**src/rtl/cdb_arbiter.sv**
```systemverilog
// Common data bus arbiter: round-robin selection of one execution-unit result per cycle into a
// one-entry broadcast register. Define CDB_FIXED_PRIO_EN for static lowest-index-first priority.

package cdb_pkg;
    typedef struct packed {
        logic [0:3] cr0;
        logic       xer_so;
        logic       xer_ov;
        logic       xer_ca;
    } cond_exception_t;
endpackage

module cdb_arbiter
    import cdb_pkg::*;
#(
    parameter int NUM_UNITS   = 4,
    parameter int RS_ID_WIDTH = 5,
    localparam int PTR_W      = (NUM_UNITS > 1) ? $clog2(NUM_UNITS) : 1
) (
    input  logic                   clk,
    input  logic                   rst,
    input  logic [0:NUM_UNITS-1]   i_unit_valid,
    output logic [0:NUM_UNITS-1]   o_unit_ready,
    input  logic [0:RS_ID_WIDTH-1] i_unit_rs_id    [NUM_UNITS],
    input  logic [0:4]             i_unit_reg_addr [NUM_UNITS],
    input  logic [0:31]            i_unit_result   [NUM_UNITS],
    input  cond_exception_t        i_unit_cr0_xer  [NUM_UNITS],
    output logic                   o_cdb_valid,
    input  logic                   i_cdb_ready,
    output logic [0:RS_ID_WIDTH-1] o_cdb_rs_id,
    output logic [0:4]             o_cdb_reg_addr,
    output logic [0:31]            o_cdb_value,
    output cond_exception_t        o_cdb_cr0_xer,
    output logic [PTR_W-1:0]       o_rr_ptr
);

    // Handshake: a unit result transfers on a cycle where unit_valid[i] && unit_ready[i];
    // the broadcast completes on a cycle where cdb_valid && cdb_ready. Valids never wait on readies.

    logic                   w_load;
    logic                   w_found;
    logic [PTR_W-1:0]       w_grant;
    logic [PTR_W-1:0]       w_rr_ptr;
    logic [0:RS_ID_WIDTH-1] w_sel_rs_id;
    logic [0:4]             w_sel_reg_addr;
    logic [0:31]            w_sel_result;
    cond_exception_t        w_sel_cr0_xer;

    logic                   r_cdb_valid;
    logic [0:RS_ID_WIDTH-1] r_cdb_rs_id;
    logic [0:4]             r_cdb_reg_addr;
    logic [0:31]            r_cdb_value;
    cond_exception_t        r_cdb_cr0_xer;

    assign w_load = !r_cdb_valid || i_cdb_ready;

    // Search every unit once, starting at the pointer and wrapping, keeping the first valid hit.
    always_comb begin
        int idx;
        idx            = 0;
        w_found        = 1'b0;
        w_grant        = '0;
        w_sel_rs_id    = '0;
        w_sel_reg_addr = '0;
        w_sel_result   = '0;
        w_sel_cr0_xer  = '0;
        for (int k = 0; k < NUM_UNITS; k++) begin
`ifdef CDB_FIXED_PRIO_EN
            idx = k;
`else
            idx = int'(w_rr_ptr) + k;
            if (idx >= NUM_UNITS) begin
                idx = idx - NUM_UNITS;
            end
`endif
            if (!w_found && i_unit_valid[idx]) begin
                w_found        = 1'b1;
                w_grant        = PTR_W'(idx);
                w_sel_rs_id    = i_unit_rs_id[idx];
                w_sel_reg_addr = i_unit_reg_addr[idx];
                w_sel_result   = i_unit_result[idx];
                w_sel_cr0_xer  = i_unit_cr0_xer[idx];
            end
        end
    end

    always_comb begin
        o_unit_ready = '0;
        for (int i = 0; i < NUM_UNITS; i++) begin
            o_unit_ready[i] = !rst && w_load && w_found && (w_grant == PTR_W'(i));
        end
    end

`ifdef CDB_FIXED_PRIO_EN
    assign w_rr_ptr = '0;
`else
    logic [PTR_W-1:0] r_rr_ptr;
    logic [PTR_W-1:0] w_ptr_next;

    // With one unit the next value is always zero, so the pointer stays constant.
    assign w_ptr_next = (w_grant == PTR_W'(NUM_UNITS - 1)) ? '0 : w_grant + 1'b1;

    always_ff @(posedge clk or posedge rst) begin
        if (rst) begin
            r_rr_ptr <= '0;
        end else if (w_load && w_found) begin
            r_rr_ptr <= w_ptr_next;
        end
    end

    assign w_rr_ptr = r_rr_ptr;
`endif

    always_ff @(posedge clk or posedge rst) begin
        if (rst) begin
            r_cdb_valid    <= 1'b0;
            r_cdb_rs_id    <= '0;
            r_cdb_reg_addr <= '0;
            r_cdb_value    <= '0;
            r_cdb_cr0_xer  <= '0;
        end else if (w_load) begin
            if (w_found) begin
                r_cdb_valid    <= 1'b1;
                r_cdb_rs_id    <= w_sel_rs_id;
                r_cdb_reg_addr <= w_sel_reg_addr;
                r_cdb_value    <= w_sel_result;
                r_cdb_cr0_xer  <= w_sel_cr0_xer;
            end else begin
                r_cdb_valid <= 1'b0;
            end
        end
    end

    assign o_cdb_valid    = r_cdb_valid;
    assign o_cdb_rs_id    = r_cdb_rs_id;
    assign o_cdb_reg_addr = r_cdb_reg_addr;
    assign o_cdb_value    = r_cdb_value;
    assign o_cdb_cr0_xer  = r_cdb_cr0_xer;
    assign o_rr_ptr       = w_rr_ptr;

endmodule

```
**config.mk**
```make
export PLATFORM = sky130hd
export DESIGN_NAME = cdb_arbiter
export DESIGN_NICKNAME = d
export VERILOG_FILES = /design/src/rtl/cdb_arbiter.sv
export SDC_FILE = /design/constraint.sdc
export NUM_CORES = 1
export LEC_CHECK = 0
export ABC_AREA = 1
export BUFFER_PORTS_ARGS = -buffer_cell sky130_fd_sc_hd__buf_2
export CAP_MARGIN = 10
export CORE_MARGIN = 10
export CORE_UTILIZATION = 40
export CTS_BUF_LIST = sky130_fd_sc_hd__clkbuf_8
export DETAILED_ROUTE_END_ITERATION = 8
export GPL_TIMING_DRIVEN = 0
export MAX_ROUTING_LAYER = met4
export PLACE_DENSITY = 0.68
export SYNTH_ARGS = -nofsm -noshare
export SYNTH_HDL_FRONTEND = slang
export SYNTH_SLANG_ARGS = --single-unit
```
**constraint.sdc**
```tcl
create_clock -name clk -period 2.26 [get_ports clk]
set_input_delay 0.452 -clock clk [delete_from_list [all_inputs] [get_ports clk]]
set_output_delay 0.452 -clock clk [all_outputs]
set_load 0.01 [all_outputs]
```
Yosys cells after proc, flatten, opt, wreduce, memory -nomap -nowiden
Cells that the tools add are included.
W data, S select, Z words.
- input bits: 203
- word-level logic and storage cells: 140
- output and inout port bits: 56
- bits in registers: 52
- equality and inequality tests: 3
- add/sub/neg operators: 8
- multiplexer cells: 90
- bitwise operators: 4
- reduce and logical (&&, ||, !) cells: 18
- $lt $le $gt $ge: 8
- operators by type and width (operator ; number):
    $mux W32 ; 16
    $bmux W32 S2 ; 4
    $ge A32 B3 Y1 const B ; 4
    $not A32 Y32 ; 4
    $mux W5 ; 24
    $mux W7 ; 12
    $bmux W5 S2 ; 8
    $bmux W7 S2 ; 4
    $mux W1 ; 13
    $sub A3 B3 Y4 const B ; 3
    $logic_and A1 B1 Y1 ; 10
    $mux W2 ; 5
    $ge A3 B3 Y1 const B ; 3
    $bmux W1 S2 ; 4
    $add A2 B2 Y3 const B ; 2
    $logic_not A1 Y1 ; 5
    $eq A2 B2 Y1 const B ; 2
    $sub A2 B3 Y4 const B ; 1
    $add A2 B1 Y3 const B ; 1
    $ge A2 B3 Y1 const B ; 1
    $add A2 B1 Y2 const B ; 1
    $eq A2 B1 Y1 const B ; 1
    $logic_not A2 Y1 ; 1
    $reduce_and A2 Y1 ; 1
    $logic_or A1 B1 Y1 ; 1

Depth between registers and ports, before layout
- depth after elaboration: 18
- gate-level depth with buffers: 15
- depth with buffers taken out: 14

Least setup slack after synthesis
Ideal clock, no wire load.
- kind: input port to output port
- start point: input rst
- end point: output o_unit_ready[3] in the netlist's numbering
- path buffers: 0
- arrival time: 2.141 ns
- stages: 3
- data required time: 1.808 ns
- path slack: -0.333 ns
- cell sequence: inv_1 nand2_1 nor3_1
- cells in the longest elaborated chain, start to end: 4
- ends and longest elaborated chain (what ; RTL line ; text):
    from (decl) ; 21 ; input logic rst,
    $logic_not A1 Y1 (no line) ; -- ;
    $logic_and A1 B1 Y1 (3 in series) ; 90 ; o_unit_ready[i] = !rst && w_load && w_found && (w_grant == PTR_W'(i));
    to (decl) ; 23 ; output logic [0:NUM_UNITS-1] o_unit_ready,
No other way between the ends.

Final worst setup path
- start point: register r_rr_ptr[0] (netlist: o_rr_ptr[0])
- end point: output o_unit_ready[0] in the netlist's numbering
- cells in the longest elaborated chain, start to end: 18
- elaborated cells between the ends (all ways): 48
- classes of those cells: add/sub (7); order compare (4); mux (24); bitwise (4); reduce/logical (9)
- ends and longest elaborated chain (what ; RTL line ; text):
    from (decl) ; 97 ; logic [PTR_W-1:0] r_rr_ptr;
    from (signal assigned) ; 107 ; r_rr_ptr <= w_ptr_next;
    parallel branches: the longest is 17 deep, another holds $sub A3 B3 Y4 ; -- ;
    $logic_and A1 B1 Y1 (*) ; 90 ;
Every way passes the cells marked *. The select of a mux whose other input is x is not followed.

==> flow_summary.toml <==
[pwr]
p_sw_share_pct = 61.3
power.leakage_uw = 0.00508
p_switching_uw = 10700
clock_power_share_pct = 4.5
max-vdd-ir-drop_v = 0.000761
p_int_uw = 6760
power_frac_comb_pct = 85.4
power_frac_seq_pct = 10.2
power_density_nw_per_um2 = 1760
finalPower_uw = 17500

[placement]
place_inst = 1982
post_dp_cell_area_um2 = 9270
place.detailed.hpwl_um = 27700
gp_congestion = 0.932
portBuffers = 258
detailedPlace.worstSlack_ns = -0.518

[run]
max-cap-violations = 0

[synth]
avgSynthCellArea_um2 = 5.15
seq_area_frac_synth_pct = 17.0
synth_area_leaders = "nand2_1 28%, o21ai_0 22%, dfrtp_1 17%"
synthesis.nets = 1692
ys.warnings.count = 0
synth_top_area_cell = "nand2_1"
synthDistinctLibCells = 23
syn_area_um2 = 7660
synth_seq_cells = 52
synthCells = 1489
yosysTopAreaCellShare_pct = 28.1

[routing]
drt-initial-drc-count = 1253
highest_layer = "met4"
finalWirelength_um = 38800
drc = 0
m1WireLength_um = 15700
dr.pass1.iters = 6
route.met2.wl_um = 17800
via_per_inst = 5.67
wl_per_cell_um = 19.2
routed-wl-met3_um = 4160
vias = 11441
ant_nets = 0

[finish]
syn_to_final_growth_pct = 29.7
fin_area_um2 = 9940
drive_above_1_share_pct = 25.7
mostFrequentLayoutCells = "550 x nand2_1, 330 x o21ai_0, 290 x buf_2, 147 x a21oi_1, 69 x inv_1"
nFillCells = 2059
regArea_um2 = 1300
fin_nets = 1982
layout_commonest_cell = "nand2_1"
layout.cells.non_filler = 2017
multi_input_area_um2 = 5730

[timing]
finalCritPeriodShare_pct = 117
layout_min_cycle_time_ns = 2.63
slew_headroom_pct = 49.3
fin_ws_ns = -0.375
tightest_slew_ns = 0.759
slew_violations = 0
rsz0062_at_grt = "yes"
max_freq_mhz = 380
fin_skew_ns = 0.0238
setup_viol = 4
hold_slack_ns = 0.190
hold_viol_final = 0

[clock_tree]
cts_sinks = 52
cts_tree = "built"
clk_pin_slew_ns = 0.14
clockBufferDepth = 2
clk_latency_ns = 0.38
cts_inserted_buffers = 5
root_buffer = "clkbuf_8"
cts-htree-levels = 2

[die]
start_util_pct = 40.8
chipHeight_um = 158
dieArea_um2 = 25100
io-pin-count = 259
rows = 50
core_um2 = 18800
dieWidth_um = 158

[worst_setup_path]
worstPathRequired_ns = 1.81
worstPathMaxFanout = 8
arrival_ns = 2.18
critPathLaunchType = "flop"
endpoint_kind = "output pin"
criticalPathCategory = "flop to output pin"

[global_route]
gr-total-overflow = 0
grt_pass1_vias = 10598
antenna_found_initial = 2
grt_usage_pct = 29.6
grt_max_degree = 30
grt_pass1_wl_um = 57500

[outcome]
outcome = "finished, violations left"
violations = "setup timing"

[hold_path]
hp-class = "input pin to asynchronous set/reset pin"
==> Yosys cell counts <==
cell type,count
nand2_2,5
clkbuf_2,1
a21oi_1,148
buf_2,37
inv_2,5
dfrtp_1,52
o31ai_1,1
buf_1,5
buf_6,4
inv_1,71
or2_2,37
nand2_1,573
clkbuf_1,59
nand3b_1,1
a21boi_0,1
o21ai_0,330
nand3_1,56
nor3_1,1
o21ai_1,27
nor2_2,1
inv_4,1
buf_4,18
nor2_1,55
==> power groups by stage <==
| stage | Clock [µW] | Combinational [µW] | Sequential (µW) |
|---|---|---|---|
| after floorplan | 0 | 8740 | 1970 |
| after global placement | 0 | 13000 | 1790 |
| after detailed placement | 0 | 13200 | 1790 |
| after CTS | 767 | 14000 | 1770 |
| after global routing | 803 | 16300 | 1830 |
| final | 779 | 14900 | 1780 |
==> cell families (layout without fill, tap and decap cells) <==
family / after synthesis / in the layout / synth area share (%)
simple gates: 729 / 729 / 38.1
buf+inv: 201 / 492 / 11.8
flops: 52 / 52 / 17.0
other cells: 0 / 3 / 0
compound gates: 507 / 507 / 33.2
==> sequential cells by signal, indices dropped and copies added, names as in the netlist <==
name,cells
o_cdb_cr0_xer,7
o_cdb_reg_addr,5
o_cdb_rs_id,5
o_cdb_valid,1
o_cdb_value,32
o_rr_ptr,2
==> metal layers <==
layer,vias to the layer above,track usage (%)
met5,-,-
met4,0,10.9
met3,88,4.61
met2,709,46.8
met1,5201,37.5
li1,5443,-
==> worst max-delay path, cell delays in order (launching register included) <==
cell and delay (ns):
dfrtp_2 0.46, inv_2 0.08, buf_6 0.14, nand2_4 0.05, nand2_2 0.07, nand2_2 0.08
nand2_4 0.14, inv_8 0.07, nand3_4 0.07, nand2_4 0.06, nor2_4 0.20, nand2_2 0.09
nor2_4 0.17, buf_6 0.13
==> worst paths after layout <==
kind                                  from                 to  slack (ns)  depth (start not counted)
setup / recovery               o_rr_ptr[0]    o_unit_ready[0]       -0.37                         13
hold / removal                         rst  o_cdb_reg_addr[4]        0.19                          2
setup reg to reg               o_rr_ptr[1]  o_cdb_reg_addr[3]        0.04                         11
hold reg to reg            o_cdb_value[17]    o_cdb_value[17]        0.54                          2
max in group asynchronous              rst    o_cdb_value[16]        1.43                          3
min in group clk               i_cdb_ready        o_cdb_valid        0.46                          4
==> area by class of cell <==
cell class              instances  share of cell area [%]
diodes                          3                  0.0755
plain buffers                 123                    6.72
clock buffers                   5                   0.692
clock inverters                 3                   0.428
inverters                      77                    3.12
multi-input cells            1236                    57.6
flip-flops and latches         52                    13.1
well taps                     234                    2.94
repair buffers                284                    15.3
==> metrics by stage <==
step                      util (%)  setup TNS [ns]
final                         53.0           -1.37
after global routing          53.0           -2.63
after CTS                     51.9           -1.23
after detailed placement      49.4           -1.83
after global placement        49.3           -2.88
after floorplan                  -               0
==> timing repair <==
item	CTS	global route
endpoints found under the setup margin	14	51
hold buffers	0	0
buffers inserted	19	6
pin swaps	17	25
gates resized for setup	57	60
endpoints found under the hold margin	0	0
Power figures use the tool's default switching activity.
